**config.mk**
```make
export PLATFORM = sky130hd
export DESIGN_NAME = ga2x_vram_sched
export DESIGN_NICKNAME = d
export VERILOG_FILES = /design/src/rtl/ga2x_vram_sched.sv
export SDC_FILE = /design/constraint.sdc
export NUM_CORES = 1
export LEC_CHECK = 0
export ABC_AREA = 1
export BUFFER_PORTS_ARGS = -buffer_cell sky130_fd_sc_hd__buf_2
export CELL_PAD_IN_SITES_DETAIL_PLACEMENT = 0
export CELL_PAD_IN_SITES_GLOBAL_PLACEMENT = 1
export CORE_ASPECT_RATIO = 0.6
export CORE_MARGIN = 2
export CORE_UTILIZATION = 36
export CTS_CLUSTER_DIAMETER = 60
export DETAILED_ROUTE_END_ITERATION = 7
export GPL_TIMING_DRIVEN = 0
export PLACE_DENSITY = 0.83
export SYNTH_ARGS = -nofsm -noshare
export SYNTH_HDL_FRONTEND = slang
export SYNTH_SLANG_ARGS = --single-unit
export TNS_END_PERCENT = 20
```
**constraint.sdc**
```tcl
create_clock -name clk -period 2.43 [get_ports clk]
set_input_delay 0.243 -clock clk [delete_from_list [all_inputs] [get_ports clk]]
set_output_delay 0.243 -clock clk [all_outputs]
set_load 0.02 [all_outputs]
```
**src/rtl/ga2x_vram_sched.sv**
```systemverilog
// ga2x_vram_sched: VRAM time-slot scheduler for GA2x tilemap chips.
// One single-port VRAM is shared by NUM_LAYERS tile fetchers, a CPU port
// and an optional per-line rowscroll fetcher.
// Round of L = 2*NUM_LAYERS+2 slots: an even/odd slot pair per layer, then
// one CPU slot pair.
// With cpu_boost set, the even slot of each odd-numbered layer also serves
// a pending CPU access.
// Optional feature macro: ROWSCROLL_FETCH_EN builds the per-line rowscroll
// fetch state (RS). Without it, rowscroll is tied to zero, and hpulse only
// realigns the slot counter.
module ga2x_vram_sched #(
   parameter int NUM_LAYERS  = 3,
   parameter int AW          = 15,
   parameter int RS_BASE     = 'h7a00,
   parameter int RS_PREFETCH = 'h7800
) (
   input  logic                       clk,
   input  logic                       reset_n,
   input  logic                       ce,
   input  logic                       hpulse,
   input  logic [9:0]                 vcnt,
   input  logic [NUM_LAYERS*10-1:0]   y_ofs,
   input  logic                       cpu_boost,
   input  logic                       cpu_req,
   input  logic                       cpu_we,
   input  logic [AW-1:0]              cpu_addr,
   input  logic [15:0]                cpu_din,
   output logic [15:0]                cpu_dout,
   output logic                       cpu_busy,
   input  logic [NUM_LAYERS*AW-1:0]   layer_addr,
   output logic [NUM_LAYERS-1:0]      layer_load,
   output logic [15:0]                vram_latch,
   output logic [AW-1:0]              vram_addr,
   output logic [15:0]                vram_dout,
   output logic                       vram_we,
   input  logic [15:0]                vram_din,
   output logic [NUM_LAYERS*10-1:0]   rowscroll
);

   localparam int              L         = 2 * NUM_LAYERS + 2;
   localparam int              SW        = $clog2(L);
   localparam logic [SW-1:0]   SLOT_LAST = SW'(L - 1);
   localparam logic [SW-1:0]   SLOT_CPU  = SW'(2 * NUM_LAYERS);

   logic [SW-1:0]          slot;
   logic                   cpu_pend;
   logic                   cpu_inflight;
   logic                   cpu_we_q;
   logic [AW-1:0]          cpu_addr_q;
   logic [15:0]            cpu_din_q;

   logic                   in_rs;
   logic                   is_layer;
   logic                   serve_now;
   logic                   done_now;
   logic [SW-2:0]          lidx;
   logic [AW-1:0]          lay_word;
   logic [NUM_LAYERS-1:0]  lay_onehot;

`ifdef ROWSCROLL_FETCH_EN
   localparam int            RCW     = $clog2(2 * NUM_LAYERS + 1);
   localparam logic [RCW-1:0] RC_LAST = RCW'(2 * NUM_LAYERS);

   typedef enum logic {ST_SLOTS, ST_RS} state_t;

   state_t                 state;
   logic [RCW-1:0]         rc;
   logic                   rs_pending;
   logic [AW-1:0]          rs_addr;
   logic [9:0]             rs_sum;

   // Rowscroll table address for the layer addressed by the current odd rc.
   always_comb begin
      rs_sum  = '0;
      rs_addr = '0;
      for (int i = 0; i < NUM_LAYERS; i++) begin
         if (rc == RCW'(2 * i + 1)) begin
            rs_sum  = y_ofs[i*10 +: 10] + vcnt;
            rs_addr = AW'(RS_BASE + i * 'h200 + int'(rs_sum[8:0]));
         end
      end
   end

   assign in_rs = (state == ST_RS);
`else
   assign in_rs     = 1'b0;
   assign rowscroll = '0;
`endif

   // Slot decode and CPU service/completion decisions for this ce.
   always_comb begin
      lidx       = slot[SW-1:1];
      is_layer   = (slot < SLOT_CPU);
      lay_word   = layer_addr[int'(lidx)*AW +: AW];
      lay_onehot = NUM_LAYERS'(1) << lidx;
      serve_now  = ce && !in_rs && cpu_pend && !slot[0] &&
                   (!is_layer || (cpu_boost && slot[1]));
      done_now   = ce && !in_rs && cpu_inflight && slot[0];
   end

   // Scheduler state machine: slot round, CPU port and rowscroll fetch.
   always_ff @(posedge clk or negedge reset_n) begin
      if (!reset_n) begin
         slot         <= '0;
         cpu_pend     <= 1'b0;
         cpu_inflight <= 1'b0;
         cpu_busy     <= 1'b0;
         cpu_we_q     <= 1'b0;
         cpu_addr_q   <= '0;
         cpu_din_q    <= '0;
         cpu_dout     <= '0;
         layer_load   <= '0;
         vram_latch   <= '0;
         vram_addr    <= '0;
         vram_dout    <= '0;
         vram_we      <= 1'b0;
`ifdef ROWSCROLL_FETCH_EN
         state        <= ST_SLOTS;
         rc           <= '0;
         rs_pending   <= 1'b0;
         rowscroll    <= '0;
`endif
      end else begin
         // NOTE: vram_we defaults low on every clk, not every ce, so a
         // write strobe is exactly one clk wide even when ce is sparse.
         vram_we <= 1'b0;

         // CPU request capture runs on clk; requests while busy are dropped.
         if (cpu_req && !cpu_busy) begin
            cpu_busy   <= 1'b1;
            cpu_pend   <= 1'b1;
            cpu_we_q   <= cpu_we;
            cpu_addr_q <= cpu_addr;
            cpu_din_q  <= cpu_din;
         end

         if (serve_now) begin
            vram_addr    <= cpu_addr_q;
            vram_dout    <= cpu_din_q;
            vram_we      <= cpu_we_q;
            cpu_pend     <= 1'b0;
            cpu_inflight <= 1'b1;
         end

         if (done_now) begin
            cpu_dout     <= vram_din;
            cpu_busy     <= 1'b0;
            cpu_inflight <= 1'b0;
         end

         if (ce) begin
            layer_load <= '0;
            if (in_rs) begin
`ifdef ROWSCROLL_FETCH_EN
               if (rc == '0)
                  vram_addr <= AW'(RS_PREFETCH);
               else if (rc[0])
                  vram_addr <= rs_addr;
               for (int i = 0; i < NUM_LAYERS; i++) begin
                  if (rc == RCW'(2 * i + 2))
                     rowscroll[i*10 +: 10] <= vram_din[9:0];
               end
               if (rc == RC_LAST) begin
                  state      <= ST_SLOTS;
                  slot       <= '0;
                  rs_pending <= 1'b0;
               end else begin
                  rc <= rc + 1'b1;
               end
`endif
            end else begin
               if (is_layer && !slot[0] && !serve_now)
                  vram_addr <= {lay_word[AW-1:1], 1'b0};
               if (is_layer && slot[0]) begin
                  vram_addr[0] <= 1'b1;
                  layer_load   <= lay_onehot;
                  // A boosted CPU access used this pair: latch stays stale.
                  if (!cpu_inflight)
                     vram_latch <= vram_din;
               end

               if (hpulse)
                  slot <= SLOT_LAST;
               else if (slot == SLOT_LAST)
                  slot <= '0;
               else
                  slot <= slot + 1'b1;

`ifdef ROWSCROLL_FETCH_EN
               if (hpulse)
                  rs_pending <= 1'b1;
               if (slot == SLOT_LAST && rs_pending) begin
                  state <= ST_RS;
                  rc    <= '0;
               end
`endif
            end
         end
      end
   end

endmodule

```
======== Yosys cells after proc, flatten, opt, wreduce, memory -nomap -nowiden ========
Index checks and enable logic that the tools add are counted.
Widths: inputs -> output; s select.
word-level totals
  logic and storage cells ................. 52
  register bits ........................... 105
  output and inout bits ................... 98
  bits of input ports ..................... 139
cells by class
  bitwise operators ....................... 1
  order comparisons ....................... 1
  multipliers ............................. 1
  equality and inequality tests ........... 1
  reduce and logical (&&, ||, !) cells .... 19
  add/subtract/negate cells ............... 1
  multiplexer cells ....................... 13
  shifts and indexed selects .............. 2
operators with widths
  kind                 number
  $mux 15              3
  $shiftx 45x7->15     1
  $logic_and 1x1->1    10
  $mux 3               3
  $mux 1               7
  $mul 2x4->6 const B  1
  $reduce_bool 2->1    3
  $logic_not 1->1      4
  $add 3x1->3 const B  1
  $eq 3x3->1 const B   1
  $lt 3x3->1 const B   1
  $reduce_and 3->1     1
  $shl 1x2->3 const A  1
  $logic_or 1x1->1     1
  $not 1->1            1

======== Depth between registers and ports, before layout ========
  depth in word-level cells ............... 9
  mapped depth ............................ 7
  gate-level depth less buffers ........... 6

======== Worst setup path after synthesis ========
Ideal clock, no wire load.
  kind .................................... register to register
  from .................................... reg slot[0]
  to ...................................... reg slot[2]
  stages on the path, launching flop included .. 5
  library setup time ...................... 0.129 ns
  required time ........................... 2.301 ns
  path buffers ............................ 0
  slack ................................... 1.153 ns
  clock period less this slack ............ 1.277 ns
  arrival ................................. 1.148 ns
  cell sequence ........................... dfrtp_1 ha_1 ha_1 o21ai_0 o21ai_0
on the way
  longest elaborated chain between the ends .. 3
  elaborated cells between the ends (all ways) .. 4
  those cells by class .................... add/sub: 1; eq/ne: 1; mux: 2
ends and longest elaborated chain
  element                                           RTL line  source
  start, declared                                   45        logic [SW-1:0] slot;
  start signal, assigned                            187       slot <= slot + 1'b1;
  $add 3x1->3 / $eq 3x3->1 (equally long branches)  187, 184
  $mux 3 (*)                                        184       else if (slot == SLOT_LAST)
  $mux 3 (*)                                        182       if (hpulse)
Mark *: on every way between the ends. The rest lies on a longest branch, timed or not.
A chain may end at the register's enable or synchronous reset.

======== Worst setup path in the final report ========
  from .................................... reg slot[0]
  to ...................................... reg vram_addr[12]
on the way
  longest elaborated chain between the ends .. 8
  elaborated cells between the ends (all ways) .. 12
  those cells by class .................... order compare: 1; mux: 3; reduce/logical: 8
ends and longest elaborated chain
  element               RTL line  source
  $lt 3x3->1            93        is_layer = (slot < SLOT_CPU);
  $logic_not 1->1       97        (!is_layer || (cpu_boost && slot[1]));
  $logic_or 1x1->1      97
  $logic_and 1x1->1     96        serve_now = ce && !in_rs && cpu_pend && !slot[0] &&
  $logic_not 1->1       172       if (is_layer && !slot[0] && !serve_now)
  $logic_and 1x1->1     172
  $mux 15               172
  $mux 15 (*)           151       if (ce) begin
  end signal, assigned  138       vram_addr <= cpu_addr_q;
  end signal, assigned  173       vram_addr <= {lay_word[AW-1:1], 1'b0};
  end, declared         33        output logic [AW-1:0] vram_addr,
Marked as above.

==> results.md <==
- Max layer used: met4
- Final wirelength: 13300 um
- R2r setup slk: 0.90 ns
- Initial core utilization: 0.366
- Core box area: 13600 um2
- Postcts setup bufs: 0
- Clk slew on worst S/H paths: 0.08 ns
- Post-synthesis sequential area ratio: 0.528
- CP arrival: 1.77 ns
- Fillers: 1335
- TritonCTS clock tree: done
- Area growth, synth to finish: 30.1%
- Die X: 156 um
- Worst IR drop on VDD: 0.000454 V
- Drt wl/cell: 13.9 um
- Max_slew headroom: 0.651
- Most frequent cell after synthesis: nand2_1
- Post-Syn Area per Cell: 8.63 um2
- H-tree Lvls: 3
- Total CTS buffers: 9
- P_leak: 3.66 nW
- P_sw: 2.99 mW
- Drt pass-1 iters: 5
- Switching Share: 0.403
- Port-buffer cells: 163
- Yosys cell types: 26
- Number of max-cap violations: 0
- Clock sink count: 105
- N_diodes: 0
- Max clock buf depth: 2
- Run status: finished, final reports clean
- Vias in the first global route: 4199
- Inst Count DP: 944
- EDFF count, synth: 0
- Antenna violations before repair: 0
- Sequential cell area: 2630 um2
- First-pass GRT wire length: 21200 um
- CP endpoint kind: flop
- Clk_skew: 0.0115 ns
- Total Die Area: 14800 um2
- Share of power burned in combinational logic: 0.385
- Fmax: 654 MHz
- Share of cells above drive strength 1: 0.351
- Area leader, netlist: dfrtp_1
- DIE HEIGHT: 95.0 um
- Rows: 33
- Routed length on met1: 6670 um
- Final setup viols: 0
- Async SR Flop Fraction: 1.00
- Unrepaired setup endpoints after global routing: no
- Root Driver: clkbuf_16
- Clk_lat worst skew: 0.34 ns
- Post-route DRC: 0
- Final TNS setup: 0 ns
- Commonest cells post-synth: nand2_1 (176), dfrtp_1 (105), nand3_1 (73)
- # IOs: 237
- Fin crit share: 0.630
- Worst-margin pin slew: 0.524 ns
- Worst Setup Start Kind: flop
- DR WL met3: 761 um
- Multi-input gate area: 1890 um2
- Finished Cell Area: 6470 um2
- Final nets: 922
- Clock power share: 0.204
- Largest net degree at the start of global routing: 71
- Crit-path max FO: 10
- Hpwl dp: 10100 um
- CTS resizes: 0
- Tmin final: 1.53 ns
- Vias/cell: 4.57
- Synth Warn #: 0
- Top post-synthesis cells by area: dfrtp_1 (53%), nand2_1 (13%), nand3_1 (7.3%), buf_4 (5.0%), inv_1 (2.9%)
- Met2 WL: 5780 um
- P per Cell Area: 1150 nW/um2
- Final Max Tran Viols: 0
- WS Path Type: flop to flop
- Via count: 4392
- GRT Total Usage: 0.185
- Post-Layout Cell Count: 961
- GRT Residual Overflow: 0
- Reg power frac: 0.411
- Post-DRT Antenna Nets: 0
- Commonest register cell after synthesis: dfrtp_1
- Final Hold Viols: 0
- Area after DPL: 6150 um2
- Area share of the largest cell type after synthesis: 0.528
- Placer congestion estimate: 0.877
- Worst path required time: 2.67 ns
- Yosys reg bits: 105
- Min-Delay Path Class: primary input to flop
- Mapped Cells: 576
- Internal power: 4.43 mW
- DR iter-0 viols: 253
- Mapped Area: 4970 um2
## stage by stage
step	util	hold WS (ns)	power (mW)	worst slack, ns
final	0.476	0.0927	7.42	0.900
after global routing	0.476	0.0916	7.94	0.718
after CTS	0.476	0.0799	7.49	0.895
after detailed placement	0.452	0.240	5.95	0.900
after global placement	0.450	0.445	5.84	-0.0401
after floorplan	-	-0.0526	4.85	1.15
## cells by family (layout without fill, tap and decap cells)
family                     Yosys count  in the layout  synth area share
and+or+nand+nor                    317            317             0.289
DFF                                105            105             0.528
buffers and inverters              103            284             0.114
AOI/OAI and AO/OA                   48             48            0.0632
adders and majority gates            2              2           0.00503
other                                1             30          0.000754
## registers in the layout (all words and copies together), names as in the netlist, 3 cells and up
name / cells
layer_load: 3
vram_addr: 15
cpu_addr_q: 15
slot: 3
vram_latch: 16
vram_dout: 16
cpu_din_q: 16
cpu_dout: 16
## worst paths after layout
check / start / end / cells after the start
max in group asynchronous: reset_n / vram_addr[5]$_DFF_PN0_ / 3
setup reg to reg: slot[0]$_DFFE_PN0P_ / vram_addr[12]$_DFF_PN0_ / 5
setup / recovery: slot[0]$_DFFE_PN0P_ / vram_addr[12]$_DFF_PN0_ / 5
hold reg to reg: cpu_din_q[13]$_DFFE_PN0P_ / cpu_din_q[13]$_DFFE_PN0P_ / 2
min in group asynchronous: reset_n / vram_latch[4]$_DFFE_PN0P_ / 2
hold / removal: cpu_addr[4] / cpu_addr_q[4]$_DFFE_PN0P_ / 3
## cell usage in the layout, fill, tap and decap left out, types with 2 or more instances in the layout
cell type and n:
dfrtp_1 105, buf_4 34, nand3b_1 15, clkbuf_16 9
buf_2 177, nand2_1 176, inv_6 2, nor2_1 30
buf_1 2, nand3_1 73, o21ai_0 25, ha_1 2
nand2_2 15, o21ai_1 2, inv_2 4, clkbuf_8 2
nand2_4 3, clkbuf_1 7, buf_6 5, conb_1 30
o31ai_1 3, o21ai_2 16, nor2_4 2, inv_1 38
## metal layers
metal / up-vias / global-route usage
li1: 2172 / -
met1: 2071 / 0.271
met2: 136 / 0.288
met3: 13 / 0.0405
met4: 0 / 0.0313
met5: - / 0
## final cells by class
class / count / area share
Buffer: 61 / 0.0632
Clock buffer: 12 / 0.0397
Clock inverter: 4 / 0.00870
Inverter: 42 / 0.0244
Multi-Input combinational cell: 397 / 0.292
Sequential cell: 105 / 0.406
Tap cell: 175 / 0.0338
Timing Repair Buffer: 165 / 0.132
## repair_timing
item / 4_1_cts / 5_1_grt
hold endpoints to repair: 35 / 0
endpoints found under the setup margin: 0 / 0
hold buffers: 1 / 0
## power groups by stage
stage | Clock (mW) | Sequential, mW | Combinational, mW
after floorplan | 0 | 3.58 | 1.27
after global placement | 0 | 3.05 | 2.80
after detailed placement | 0 | 3.07 | 2.88
after CTS | 1.56 | 3.05 | 2.89
after global routing | 1.61 | 3.14 | 3.19
final | 1.51 | 3.05 | 2.86
## worst max-delay path, cell delays in order, from the launching register on
cell and delay, ns:
dfrtp_1 0.50, nor2_4 0.21, buf_1 0.44, nand3b_1 0.14
nand2_1 0.10, nor2_1 0.04
Power figures use the tool's default switching activity.
